**src/rtl/mem_col_wr_arbiter.sv**
```systemverilog
// Write arbiter and sequencer for one memory column: picks one requester, holds the row write for WR_CYCLES clocks.
// Build option MEM_COL_WR_ARB_FIXED_PRIO_EN: lowest-index requester always wins instead of round-robin.
module mem_col_wr_arbiter #(
  parameter int NUM_REQ    = 4,
  parameter int NUM_ROWS   = 1024,
  parameter int DATA_WIDTH = 8,
  parameter int WR_CYCLES  = 2,
  localparam int AW        = $clog2(NUM_ROWS)
) (
  input  logic                                clk_i,
  input  logic                                rst_i,
  input  logic [NUM_REQ-1:0]                  req_valid_i,
  input  logic [NUM_REQ-1:0][AW-1:0]          req_addr_i,
  input  logic [NUM_REQ-1:0][DATA_WIDTH-1:0]  req_data_i,
  output logic [NUM_REQ-1:0]                  req_ready_o,
  output logic [NUM_REQ-1:0]                  grant_o,
  output logic [AW-1:0]                       row_sel_o,
  output logic [DATA_WIDTH-1:0]               row_data_o,
  output logic                                row_we_o
);

  localparam int IW = (NUM_REQ > 1) ? $clog2(NUM_REQ) : 1;
  localparam int CW = (WR_CYCLES > 1) ? $clog2(WR_CYCLES) : 1;
  localparam logic [CW-1:0] LAST_CNT = CW'(WR_CYCLES - 1);

  typedef enum logic {
    IDLE = 1'b0,
    BUSY = 1'b1
  } state_e;

  state_e                 state_q;
  logic [IW-1:0]          rr_ptr_q;
  logic [IW-1:0]          win_q;
  logic [CW-1:0]          wr_cnt_q;
  logic [NUM_REQ-1:0]     grant_q;
  logic [AW-1:0]          row_sel_q;
  logic [DATA_WIDTH-1:0]  row_data_q;
  logic                   row_we_q;

  logic [IW-1:0]          pick_idx_d;
  logic [NUM_REQ-1:0]     pick_onehot_d;
  logic [IW-1:0]          rr_ptr_d;
  logic                   last_cycle;

  // Scan downward through the rotated order so the final assignment is the
  // first valid requester at or above rr_ptr_q.
  always_comb begin : pick_search
    int            cand;
    logic [IW-1:0] cand_idx;
    pick_idx_d = '0;
    cand       = 0;
    cand_idx   = '0;
    for (int k = NUM_REQ - 1; k >= 0; k--) begin
      cand = int'(rr_ptr_q) + k;
      if (cand >= NUM_REQ) begin
        cand = cand - NUM_REQ;
      end
      cand_idx = IW'(cand);
      if (req_valid_i[cand_idx]) begin
        pick_idx_d = cand_idx;
      end
    end
  end

  generate
    for (genvar gi = 0; gi < NUM_REQ; gi++) begin : g_onehot
      assign pick_onehot_d[gi] = (pick_idx_d == IW'(gi));
    end
  endgenerate

`ifdef MEM_COL_WR_ARB_FIXED_PRIO_EN
  assign rr_ptr_d = '0;
`else
  assign rr_ptr_d = (win_q == IW'(NUM_REQ - 1)) ? '0 : win_q + 1'b1;
`endif

  assign last_cycle = (state_q == BUSY) && (wr_cnt_q == LAST_CNT);

  always_ff @(posedge clk_i) begin
    if (rst_i) begin
      state_q    <= IDLE;
      rr_ptr_q   <= '0;
      win_q      <= '0;
      wr_cnt_q   <= '0;
      grant_q    <= '0;
      row_sel_q  <= '0;
      row_data_q <= '0;
      row_we_q   <= 1'b0;
    end else if (state_q == IDLE) begin
      wr_cnt_q <= '0;
      if (|req_valid_i) begin
        // Payload is captured here only; later requester changes are ignored.
        win_q      <= pick_idx_d;
        grant_q    <= pick_onehot_d;
        row_sel_q  <= req_addr_i[pick_idx_d];
        row_data_q <= req_data_i[pick_idx_d];
        row_we_q   <= 1'b1;
        state_q    <= BUSY;
      end else begin
        row_we_q <= 1'b0;
      end
    end else begin
      if (wr_cnt_q == LAST_CNT) begin
        state_q  <= IDLE;
        row_we_q <= 1'b0;
        grant_q  <= '0;
        wr_cnt_q <= '0;
        rr_ptr_q <= rr_ptr_d;
      end else begin
        wr_cnt_q <= wr_cnt_q + 1'b1;
      end
    end
  end

  assign req_ready_o = last_cycle ? grant_q : '0;
  assign grant_o     = grant_q;
  assign row_sel_o   = row_sel_q;
  assign row_data_o  = row_data_q;
  assign row_we_o    = row_we_q;

endmodule

```
**config.mk**
```make
export PLATFORM = sky130hd
export DESIGN_NAME = mem_col_wr_arbiter
export DESIGN_NICKNAME = d
export VERILOG_FILES = /design/src/rtl/mem_col_wr_arbiter.sv
export SDC_FILE = /design/constraint.sdc
export NUM_CORES = 1
export LEC_CHECK = 0
export BUFFER_PORTS_ARGS = -buffer_cell sky130_fd_sc_hd__buf_2
export CAP_MARGIN = 20
export CELL_PAD_IN_SITES_DETAIL_PLACEMENT = 1
export CELL_PAD_IN_SITES_GLOBAL_PLACEMENT = 1
export CORE_AREA = 2 2 75 84
export CTS_CLUSTER_SIZE = 24
export DETAILED_ROUTE_END_ITERATION = 7
export DIE_AREA = 0 0 77 86
export PLACE_DENSITY_LB_ADDON = 0.1
export SLEW_MARGIN = 30
export SYNTH_ARGS = -nofsm -noshare
export SYNTH_HDL_FRONTEND = slang
export SYNTH_SLANG_ARGS = --single-unit
export TNS_END_PERCENT = 50
```
**constraint.sdc**
```tcl
create_clock -name clk_i -period 1.9 [get_ports clk_i]
set_clock_uncertainty 0.05 [all_clocks]
set_input_delay 0.19 -clock clk_i [delete_from_list [all_inputs] [get_ports clk_i]]
set_output_delay 0.19 -clock clk_i [all_outputs]
set_load 0.1 [all_outputs]
```
==> metrics.cfg, run 1 <==
[power_and_ir_drop]
ir_drop_uv=403
leakagePower_nw=1.13
finalPower_mw=2.26
power_density_mw_per_mm2=951

[detailed_routing]
wire_per_inst_um=14.0
drc_errors=0
postRouteAntennaNets=0
vias=1660
viasPerCell=4.78
dr.pass1.iters=4
drt_iter0_markers=45
wl_um=4870

[critical_path]
critical_path_class=flop to flop
start_kind=flop
crit_slowest_cell=dfxtp_2
cp_common_cell=mux2i_1
end_kind=flop
max_stage_delay_ps=390
path_max_fanout=28
cp.required_ps=2000
cp.arrival_ps=1840
critical_path.cell_chain=mux2i_1, nor2_1, nor3_4, buf_12, mux2i_1, o221ai_2

[logic_synthesis]
ys_seq_elements=29
synth_top_family_by_area=multiplexers
synth_top_area_share_pct=33.8
ys_types=27
seq_area_frac_synth_pct=33.8
synth-xor-area-share_pct=0
ys.warnings.count=0
synth_edf_count=0
synthTopCellsByArea=dfxtp_1, mux2i_1, o221ai_2, nand2_1, buf_6
yosys.area_share.adder_pct=0.728
post-synth-top-count-cell=mux2i_1
synth_compound_area_share_pct=21.3
synthArstFlopShare_pct=0
ys.flop_type=dfxtp_1
netlist_instances=164
yosys.area_share.simple_pct=16.8
synth_mux_area_share_pct=21.5
netlist_top_cells_count=mux2i_1, dfxtp_1, nand2_1
synth_top_cell_by_area=dfxtp_1
avgSynthCellArea_um2=10.5
syn-num-nets=243
synth_area_mm2=0.00172

[timing]
holdWs_ps=172
finalSetupViolCount=0
finalWorstSetupSlack_ps=160
worst_pin_slew_ps=507
slew_headroom_pct=66.4
rsz0062_at_grt=false
fmax_ghz=0.575
finalCritPeriodShare_pct=91.6
post-route-min-period_ps=1740
setup_tns_ps=0
hold_viol=0
drv_slew=0

[floorplanning]
fp-row-count=29
ioPinCount=105
initial_core_util_pct=30.0
die_w_um=77
die_y_um=86
core_region_area_mm2=0.00573
die_area_mm2=0.00662

[placed_design]
dp_hpwl_um=3850
dp.cells=340
pre_cts_ws_ps=57.3
gp_congestion=0.697
io_buffer_count=104
dpl_cell_area_mm2=0.00229

[grt]
grt_pass1_wl_um=8250
overflow=0
grt_max_degree=29
grt_use_total_pct=15.6
antenna_found_initial=0
grt_pass1_vias=1737

[status]
status=complete, no violations

[clocking]
insertion_delay_ps=270
cts_inserted_buffers=5
hold_buffers=0
cts_tree=built
clock-root-buffer=clkbuf_8
clock_path_buffers=2
htree_levels=2
clkSinkCount=29
cts.clk_slew.worst_paths_ps=60

[finish]
fin_nets=349
area_growth_syn_to_layout_pct=38.4
antenna_cells=0
stdcell_area_mm2=0.00238
drive_above_1_share_pct=53.0
fillers=706
final_cells=347
utilization_pct=41.5

[min_path]
hold_class=input port to flop

[run]
max_cap_viol_count=0

cell type report:
type,instances,area (um2),area share [%]
Clock buffer,7,86.3,3.63
Inverter,1,3.75,0.158
Multi-Input combinational cell,124,1040,43.7
Tap cell,77,96.3,4.05
Sequential cell,29,582,24.5
Timing Repair Buffer,109,571,24.0
state kept, by name (all words and copies together), names as in the netlist:
signal	cells
state_q	1
rr_ptr_q	2
wr_cnt_q	1
row_we_o	1
row_sel_o	10
win_q	2
row_data_o	8
grant_o	4
routing by layer:
layer	share of wire, %	up-vias	track usage [%]
li1	-	830	-
met1	42	766	18.0
met2	49	56	27.2
met3	7.3	8	4.84
met4	1.6	0	5.84
met5	0	-	0
power by group:
part,switching [mW],total (mW),internal (mW)
clock network,0.215,0.502,0.287
registers,0.0502,0.739,0.689
logic,0.755,1.02,0.266
path summary, 6_finish.rpt:
kind                             start                         to  slack (ps)  cells past startpoint
max           rr_ptr_q[1]$_SDFFE_PP0P_  row_sel_o[0]$_SDFFE_PP0P_         160                      6
min                     req_addr_i[29]  row_sel_o[9]$_SDFFE_PP0P_         170                      3
max reg2reg   rr_ptr_q[1]$_SDFFE_PP0P_  row_sel_o[0]$_SDFFE_PP0P_         160                      6
min reg2reg  row_sel_o[8]$_SDFFE_PP0P_  row_sel_o[8]$_SDFFE_PP0P_         410                      2
cells by family after synthesis:
kind of cell,after synthesis
buffers and inverters,11
adder cells (fa/ha/maj),1
flip-flops,29
AND/OR/NAND/NOR,53
AO/OA/AOI/OAI,33
multiplexers,37
worst max-delay path: cells and delay by family (launching register included):
kind / cells / cell delay [ps]
mux: 2 / 480
flops: 1 / 390
simple gates: 2 / 310
buf+inv: 1 / 250
compound gates: 1 / 120
placed cells by master (no fill, tap or decap), drive strengths merged:
cell type,netlist,layout
nand2b,1,1
nor3,2,2
o22a,1,1
buf,8,109
clkbuf,2,7
nor3b,1,1
o21a,1,1
nor4,1,1
nand3,7,7
a21o,1,1
or2,2,2
a21oi,11,11
inv,1,1
or3,2,2
mux2i,37,37
ha,1,1
o22ai,1,1
nand2,27,27
nor2,6,6
o221ai,18,18
and3,4,4
dfxtp,29,29
timing repair:
action,CTS,global route
buffers inserted,0,0
endpoints found under the setup margin,0,18
resized for setup,0,1
No activity file was read; power rests on OpenSTA's default activity.
==> run 2, diff against run 1 <==
--- a/config.mk
+++ b/config.mk
@@ -9,10 +9,10 @@
 export CAP_MARGIN = 20
 export CELL_PAD_IN_SITES_DETAIL_PLACEMENT = 1
 export CELL_PAD_IN_SITES_GLOBAL_PLACEMENT = 1
-export CORE_AREA = 2 2 75 84
+export CORE_AREA = 2 2 78 88
 export CTS_CLUSTER_SIZE = 24
 export DETAILED_ROUTE_END_ITERATION = 7
-export DIE_AREA = 0 0 77 86
+export DIE_AREA = 0 0 80 90
 export PLACE_DENSITY_LB_ADDON = 0.1
 export SLEW_MARGIN = 30
 export SYNTH_ARGS = -nofsm -noshare
==> constraint.sdc (replaced) <==
create_clock -name clk_i -period 1.6 [get_ports clk_i]
set_clock_uncertainty 0.05 [all_clocks]
set_input_delay 0.16 -clock clk_i [delete_from_list [all_inputs] [get_ports clk_i]]
set_output_delay 0.16 -clock clk_i [all_outputs]
set_load 0.1 [all_outputs]
==> run 2 against run 1 <==
- the run now ends with negative setup slack left
- flip-flop and latch count stayed put
- non-clock buffer count is 21 higher
- critical path depth is 2 higher
- cell area is 22% higher
- fmax is 4.3% higher
- die area is 8.7% higher
- sequential power is 18% higher
- via count is 7.0% higher
- register-to-register slack worse by 230 ps
- clock power is 33% higher
- utilization is 3.9 points higher
- global-route usage is 0.39 points higher
- highest routed layer unchanged
==> metrics.cfg, run 2 (same netlist as run 1, synthesis figures left out) <==
[timing]
slew_headroom_pct=66.3  ; was 66.4%
fmax_ghz=0.599  ; was 0.575 GHz
post-route-min-period_ps=1670  ; was 1740 ps
worst_pin_slew_ps=508  ; was 507 ps
finalSetupViolCount=17  ; was 0
rsz0062_at_grt=true  ; was false
finalWorstSetupSlack_ps=-68.7  ; was 160 ps
drv_slew=0  ; unchanged
hold_viol=0  ; unchanged
finalCritPeriodShare_pct=104  ; was 91.6%

[critical_path]
cp_top_family=buffers and inverters  ; was multiplexers
critical_path_class=flop to flop  ; unchanged
cp_num_buf_inv=3  ; was 1
critical_path.cell_chain=buf_6, nand2b_4, a21oi_2, nor3_4, buf_6, buf_12, mux2i_2, o221ai_2  ; was mux2i_1, nor2_1, nor3_4, buf_12, mux2i_1, o221ai_2
crit_slowest_cell=dfxtp_2  ; unchanged
cp_common_cell=buf_6  ; was mux2i_1
cp.required_ps=1710  ; was 2000 ps
end_kind=flop  ; unchanged
start_kind=flop  ; unchanged
max_stage_delay_ps=340  ; was 390 ps
path_max_fanout=8  ; was 28
cp.arrival_ps=1770  ; was 1840 ps

[placed_design]
dp.cells=360  ; was 340
io_buffer_count=104  ; unchanged
dp_hpwl_um=4260  ; was 3850 um
gp_congestion=0.727  ; was 0.697
pre_cts_ws_ps=-146  ; was 57.3 ps

[grt]
grt_max_degree=16  ; was 29
grt_pass1_vias=1952  ; was 1737
grt_pass1_wl_um=9070  ; was 8250 um
antenna_found_initial=0  ; unchanged
overflow=0  ; unchanged
grt_use_total_pct=16.0  ; was 15.6%

[clocking]
cts_tree=built  ; unchanged
hold_buffers=0  ; unchanged
clock_path_buffers=2  ; unchanged
clkSinkCount=29  ; unchanged
insertion_delay_ps=270  ; about the same
htree_levels=2  ; unchanged
clock-root-buffer=clkbuf_8  ; unchanged
cts.clk_slew.worst_paths_ps=70  ; was 60 ps
cts_inserted_buffers=5  ; unchanged

[finish]
fin_nets=370  ; was 349
largest_reg_flops=10  ; unchanged
drive_above_1_share_pct=68.8  ; was 53.0%
fillers=767  ; was 706
area_growth_syn_to_layout_pct=68.1  ; was 38.4%
final_cells=374  ; was 347
utilization_pct=45.4  ; was 41.5%
antenna_cells=0  ; unchanged
mostFrequentLayoutCells=buf_2, nand2_1, dfxtp_1  ; was buf_2, mux2i_1, dfxtp_1
final_common_cell=buf_2  ; unchanged

[run]
max_cap_viol_count=0  ; unchanged

[floorplanning]
ioPinCount=105  ; unchanged
die_area_mm2=0.00720  ; was 0.00662 mm2
initial_core_util_pct=27.0  ; was 30.0%
core_region_area_mm2=0.00636  ; was 0.00573 mm2
die_w_um=80  ; was 77 um
die_y_um=90  ; was 86 um
fp-row-count=31  ; was 29

[status]
status=finished with violations  ; was complete, no violations
violations=negative setup slack

[power_and_ir_drop]
finalPower_mw=3.03  ; was 2.26 mW
leakagePower_nw=1.28  ; was 1.13 nW
power_density_mw_per_mm2=1050  ; was 951 mW/mm2
ir_drop_uv=477  ; was 403 uV

[detailed_routing]
postRouteAntennaNets=0  ; unchanged
vias=1777  ; was 1660
wl_um=5920  ; was 4870 um
viasPerCell=4.75  ; was 4.78
drc_errors=0  ; unchanged
dr.pass1.iters=4  ; unchanged
drt_iter0_markers=41  ; was 45
wire_per_inst_um=15.8  ; was 14.0 um

[min_path]
hold_class=input port to flop  ; unchanged

## run 2: cell count changes in the layout (fill, tap and decap cells not counted), sizes merged
cell    delta
buf       +17
clkinv     +1
clkbuf     +4
## run 2: what timing repair did
item / CTS / global route
cloned: 3 / 0
buffers inserted: 3 / 0
endpoints found under the setup margin: 18 / 26
pin swaps: 15 / 2
resized for setup: 30 / 21
## run 2: layout make-up
class | count | area (um2) | share of cell area, %
Sequential cell | 29 | 587 | 20.3
Inverter | 1 | 3.75 | 0.130
Multi-Input combinational cell | 124 | 1250 | 43.2
Timing Repair Buffer | 130 | 847 | 29.3
Tap cell | 82 | 103 | 3.55
Clock inverter | 1 | 5.00 | 0.173
Clock buffer | 7 | 96.3 | 3.33
## run 2: report_power, final
group | switching, mW | total (mW) | internal, mW
Sequential | 0.0547 | 0.874 | 0.819
Combinational | 0.988 | 1.48 | 0.497
Clock | 0.282 | 0.670 | 0.388
## run 2: worst register-to-register path, delay by kind of cell, from the launching register on
family,cells,cell delay (ps)
buf+inv,3,430
compound gates,2,160
flops,1,340
simple gates,2,320
mux,1,250
## run 2: stage by stage
| stage | cell area [um2] | TNS [ps] | hold slack (ps) |
|---|---|---|---|
| final | 2890 | -816 | 119 |
| after global routing | 2890 | -2500 | 126 |
| after CTS | 2780 | -1070 | 120 |
| after detailed placement | 2450 | -1960 | 398 |
| after global placement | 2450 | -845 | 393 |
| after floorplan | 1730 | 0 | 308 |
## run 2: final timing paths
kind | to | depth (start not counted) | startpoint | slack (ps)
hold reg to reg | row_we_o$_SDFFE_PP0P_ | 1 | row_we_o$_SDFFE_PP0P_ | 410
setup / recovery | row_sel_o[0]$_SDFFE_PP0P_ | 8 | rr_ptr_q[1]$_SDFFE_PP0P_ | -70
hold / removal | row_sel_o[9]$_SDFFE_PP0P_ | 3 | req_addr_i[29] | 120
setup reg to reg | row_sel_o[0]$_SDFFE_PP0P_ | 8 | rr_ptr_q[1]$_SDFFE_PP0P_ | -70
## run 2: per-layer routing
metal,global-route usage [%],up-vias,share of wire (%)
li1,-,872,-
met4,4.38,0,0.81
met2,29.0,55,53
met3,3.41,5,4.8
met1,18.5,845,42
met5,0,-,0
==> run 3, diff against run 2 <==
--- a/config.mk
+++ b/config.mk
@@ -9,10 +9,10 @@
 export CAP_MARGIN = 20
 export CELL_PAD_IN_SITES_DETAIL_PLACEMENT = 1
 export CELL_PAD_IN_SITES_GLOBAL_PLACEMENT = 1
-export CORE_AREA = 2 2 78 88
+export CORE_AREA = 2 2 72 81
 export CTS_CLUSTER_SIZE = 24
 export DETAILED_ROUTE_END_ITERATION = 7
-export DIE_AREA = 0 0 80 90
+export DIE_AREA = 0 0 74 83
 export PLACE_DENSITY_LB_ADDON = 0.1
 export SLEW_MARGIN = 30
 export SYNTH_ARGS = -nofsm -noshare
==> constraint.sdc (replaced) <==
create_clock -name clk_i -period 2.05 [get_ports clk_i]
set_clock_uncertainty 0.05 [all_clocks]
set_input_delay 0.205 -clock clk_i [delete_from_list [all_inputs] [get_ports clk_i]]
set_output_delay 0.205 -clock clk_i [all_outputs]
set_load 0.1 [all_outputs]
==> run 3 against run 2 <==
- the flow now finishes without violations
- largest cell class unchanged
- die area shrank 15%
- fmax shrank 11%
- register-to-register slack gained 250 ps
- clock power shrank 22%
- routed wire length shrank 15%
==> metrics.cfg, run 3 (same netlist as run 1, synthesis figures left out) <==
[timing]
finalSetupViolCount=0  ; was 17
drv_slew=0  ; unchanged
finalCritPeriodShare_pct=91.1  ; was 104%
rsz0062_at_grt=false  ; was true
post-route-min-period_ps=1870  ; was 1670 ps
setup_tns_ps=0  ; was -816 ps
worst_pin_slew_ps=508  ; about the same
hold_viol=0  ; unchanged
slew_headroom_pct=66.3  ; about the same
fmax_ghz=0.536  ; was 0.599 GHz

[clocking]
cts_inserted_buffers=5  ; unchanged
cts_setup_buffers=0  ; was 3
clock_path_buffers=2  ; unchanged
htree_levels=2  ; unchanged
clkSinkCount=29  ; unchanged
insertion_delay_ps=280  ; was 270 ps
ctsResizeCount=0  ; was 30
cts_tree=built  ; unchanged
clock-root-buffer=clkbuf_8  ; unchanged
cts.clk_slew.worst_paths_ps=70  ; about the same
hold_buffers=0  ; unchanged

[floorplanning]
ioPinCount=105  ; unchanged
initial_core_util_pct=32.5  ; was 27.0%
die_area_mm2=0.00614  ; was 0.00720 mm2
die_w_um=74  ; was 80 um
fp-row-count=28  ; was 31
die_y_um=83  ; was 90 um
core_region_area_mm2=0.00529  ; was 0.00636 mm2

[finish]
drive_above_1_share_pct=53.1  ; was 68.8%
antenna_cells=0  ; unchanged
fin_nets=349  ; was 370
utilization_pct=45.2  ; was 45.4%
mostFrequentLayoutCells=buf_2, mux2i_1, dfxtp_1  ; was buf_2, nand2_1, dfxtp_1
area_growth_syn_to_layout_pct=39.0  ; was 68.1%
final_common_cell=buf_2  ; unchanged
largest_reg_flops=10  ; unchanged

[critical_path]
max_stage_delay_ps=460  ; was 340 ps
critical_path.cell_chain=mux2i_1, nor2_1, nor3_4, buf_12, mux2i_1, o221ai_2  ; was buf_6, nand2b_4, a21oi_2, nor3_4, buf_6, buf_12, mux2i_2, o221ai_2
end_kind=flop  ; unchanged
path_max_fanout=30  ; was 8
cp_top_family=multiplexers  ; was buffers and inverters
cp_num_buf_inv=1  ; was 3
r2r_slack_ps=180  ; was -70 ps
cp.required_ps=2150  ; was 1710 ps
critical_path_class=flop to flop  ; unchanged
crit_slowest_cell=dfxtp_1  ; was dfxtp_2
start_kind=flop  ; unchanged
cp_common_cell=mux2i_1  ; was buf_6
cp.arrival_ps=1970  ; was 1770 ps

[grt]
grt_use_total_pct=16.8  ; was 16.0%
grt_pass1_vias=1776  ; was 1952
grt_max_degree=31  ; was 16
antenna_found_initial=0  ; unchanged
overflow=0  ; unchanged
grt_pass1_wl_um=8090  ; was 9070 um

[detailed_routing]
drc_errors=0  ; unchanged
postRouteAntennaNets=0  ; unchanged
wire_per_inst_um=14.5  ; was 15.8 um
wl_um=5010  ; was 5920 um
drt_iter0_markers=54  ; was 41
dr.pass1.iters=4  ; unchanged
viasPerCell=4.80  ; was 4.75
vias=1660  ; was 1777

[run]
max_cap_viol_count=0  ; unchanged

[min_path]
hold_class=input port to flop  ; unchanged

[placed_design]
gp_congestion=0.722  ; was 0.727
dp_hpwl_um=3870  ; was 4260 um
io_buffer_count=104  ; unchanged

[status]
status=complete, no violations  ; was finished with violations

[power_and_ir_drop]
leakagePower_nw=1.14  ; was 1.28 nW
finalPower_mw=2.16  ; was 3.03 mW
power_density_mw_per_mm2=903  ; was 1050 mW/mm2
ir_drop_uv=385  ; was 477 uV

-- run 3: stage by stage --
step / area (um2) / instances / hold WS, ps / worst slack [ps]
floorplan: 1720 / 164 / 353 / -70.6
global placement: 2290 / 338 / 388 / 254
detailed placement: 2290 / 338 / 396 / 176
CTS: 2390 / 346 / 167 / 155
global route: 2390 / 346 / 179 / 17.3
finish: 2390 / 346 / 172 / 183
-- run 3: final timing paths --
check,startpoint,endpoint,depth (start not counted)
hold reg to reg,row_we_o$_SDFFE_PP0P_,row_we_o$_SDFFE_PP0P_,1
setup / recovery,rr_ptr_q[1]$_SDFFE_PP0P_,row_data_o[4]$_SDFFE_PP0P_,6
hold / removal,req_addr_i[29],row_sel_o[9]$_SDFFE_PP0P_,3
setup reg to reg,rr_ptr_q[1]$_SDFFE_PP0P_,row_data_o[4]$_SDFFE_PP0P_,6
-- run 3: power by group --
group	total, mW	internal [mW]	switching, mW
Combinational	0.945	0.246	0.699
Clock	0.525	0.303	0.222
Sequential	0.687	0.638	0.0488
Total	2.16	1.19	0.970
-- run 3: final cells by class --
cell class,count,area [um2]
Fill cell,645,2900
Multi-Input combinational cell,124,1040
Sequential cell,29,581
Timing Repair Buffer,109,571
Clock buffer,7,96.3
Tap cell,75,93.8
Clock inverter,1,5.00
Inverter,1,3.75
-- run 3: layer usage --
layer  part of all wire (%)  track usage [%]  up-vias
met5                      0                0        -
met4                   0.48             4.46        0
met3                    5.8             5.70        2
met2                     54             29.5       57
met1                     40             18.8      775
li1                       -                -      826
-- run 3: worst register-to-register path: stages (launching register included) --
cell and delay, ps:
dfxtp_1 460, mux2i_1 220, nor2_1 80, nor3_4 250, buf_12 260, mux2i_1 290
o221ai_2 130
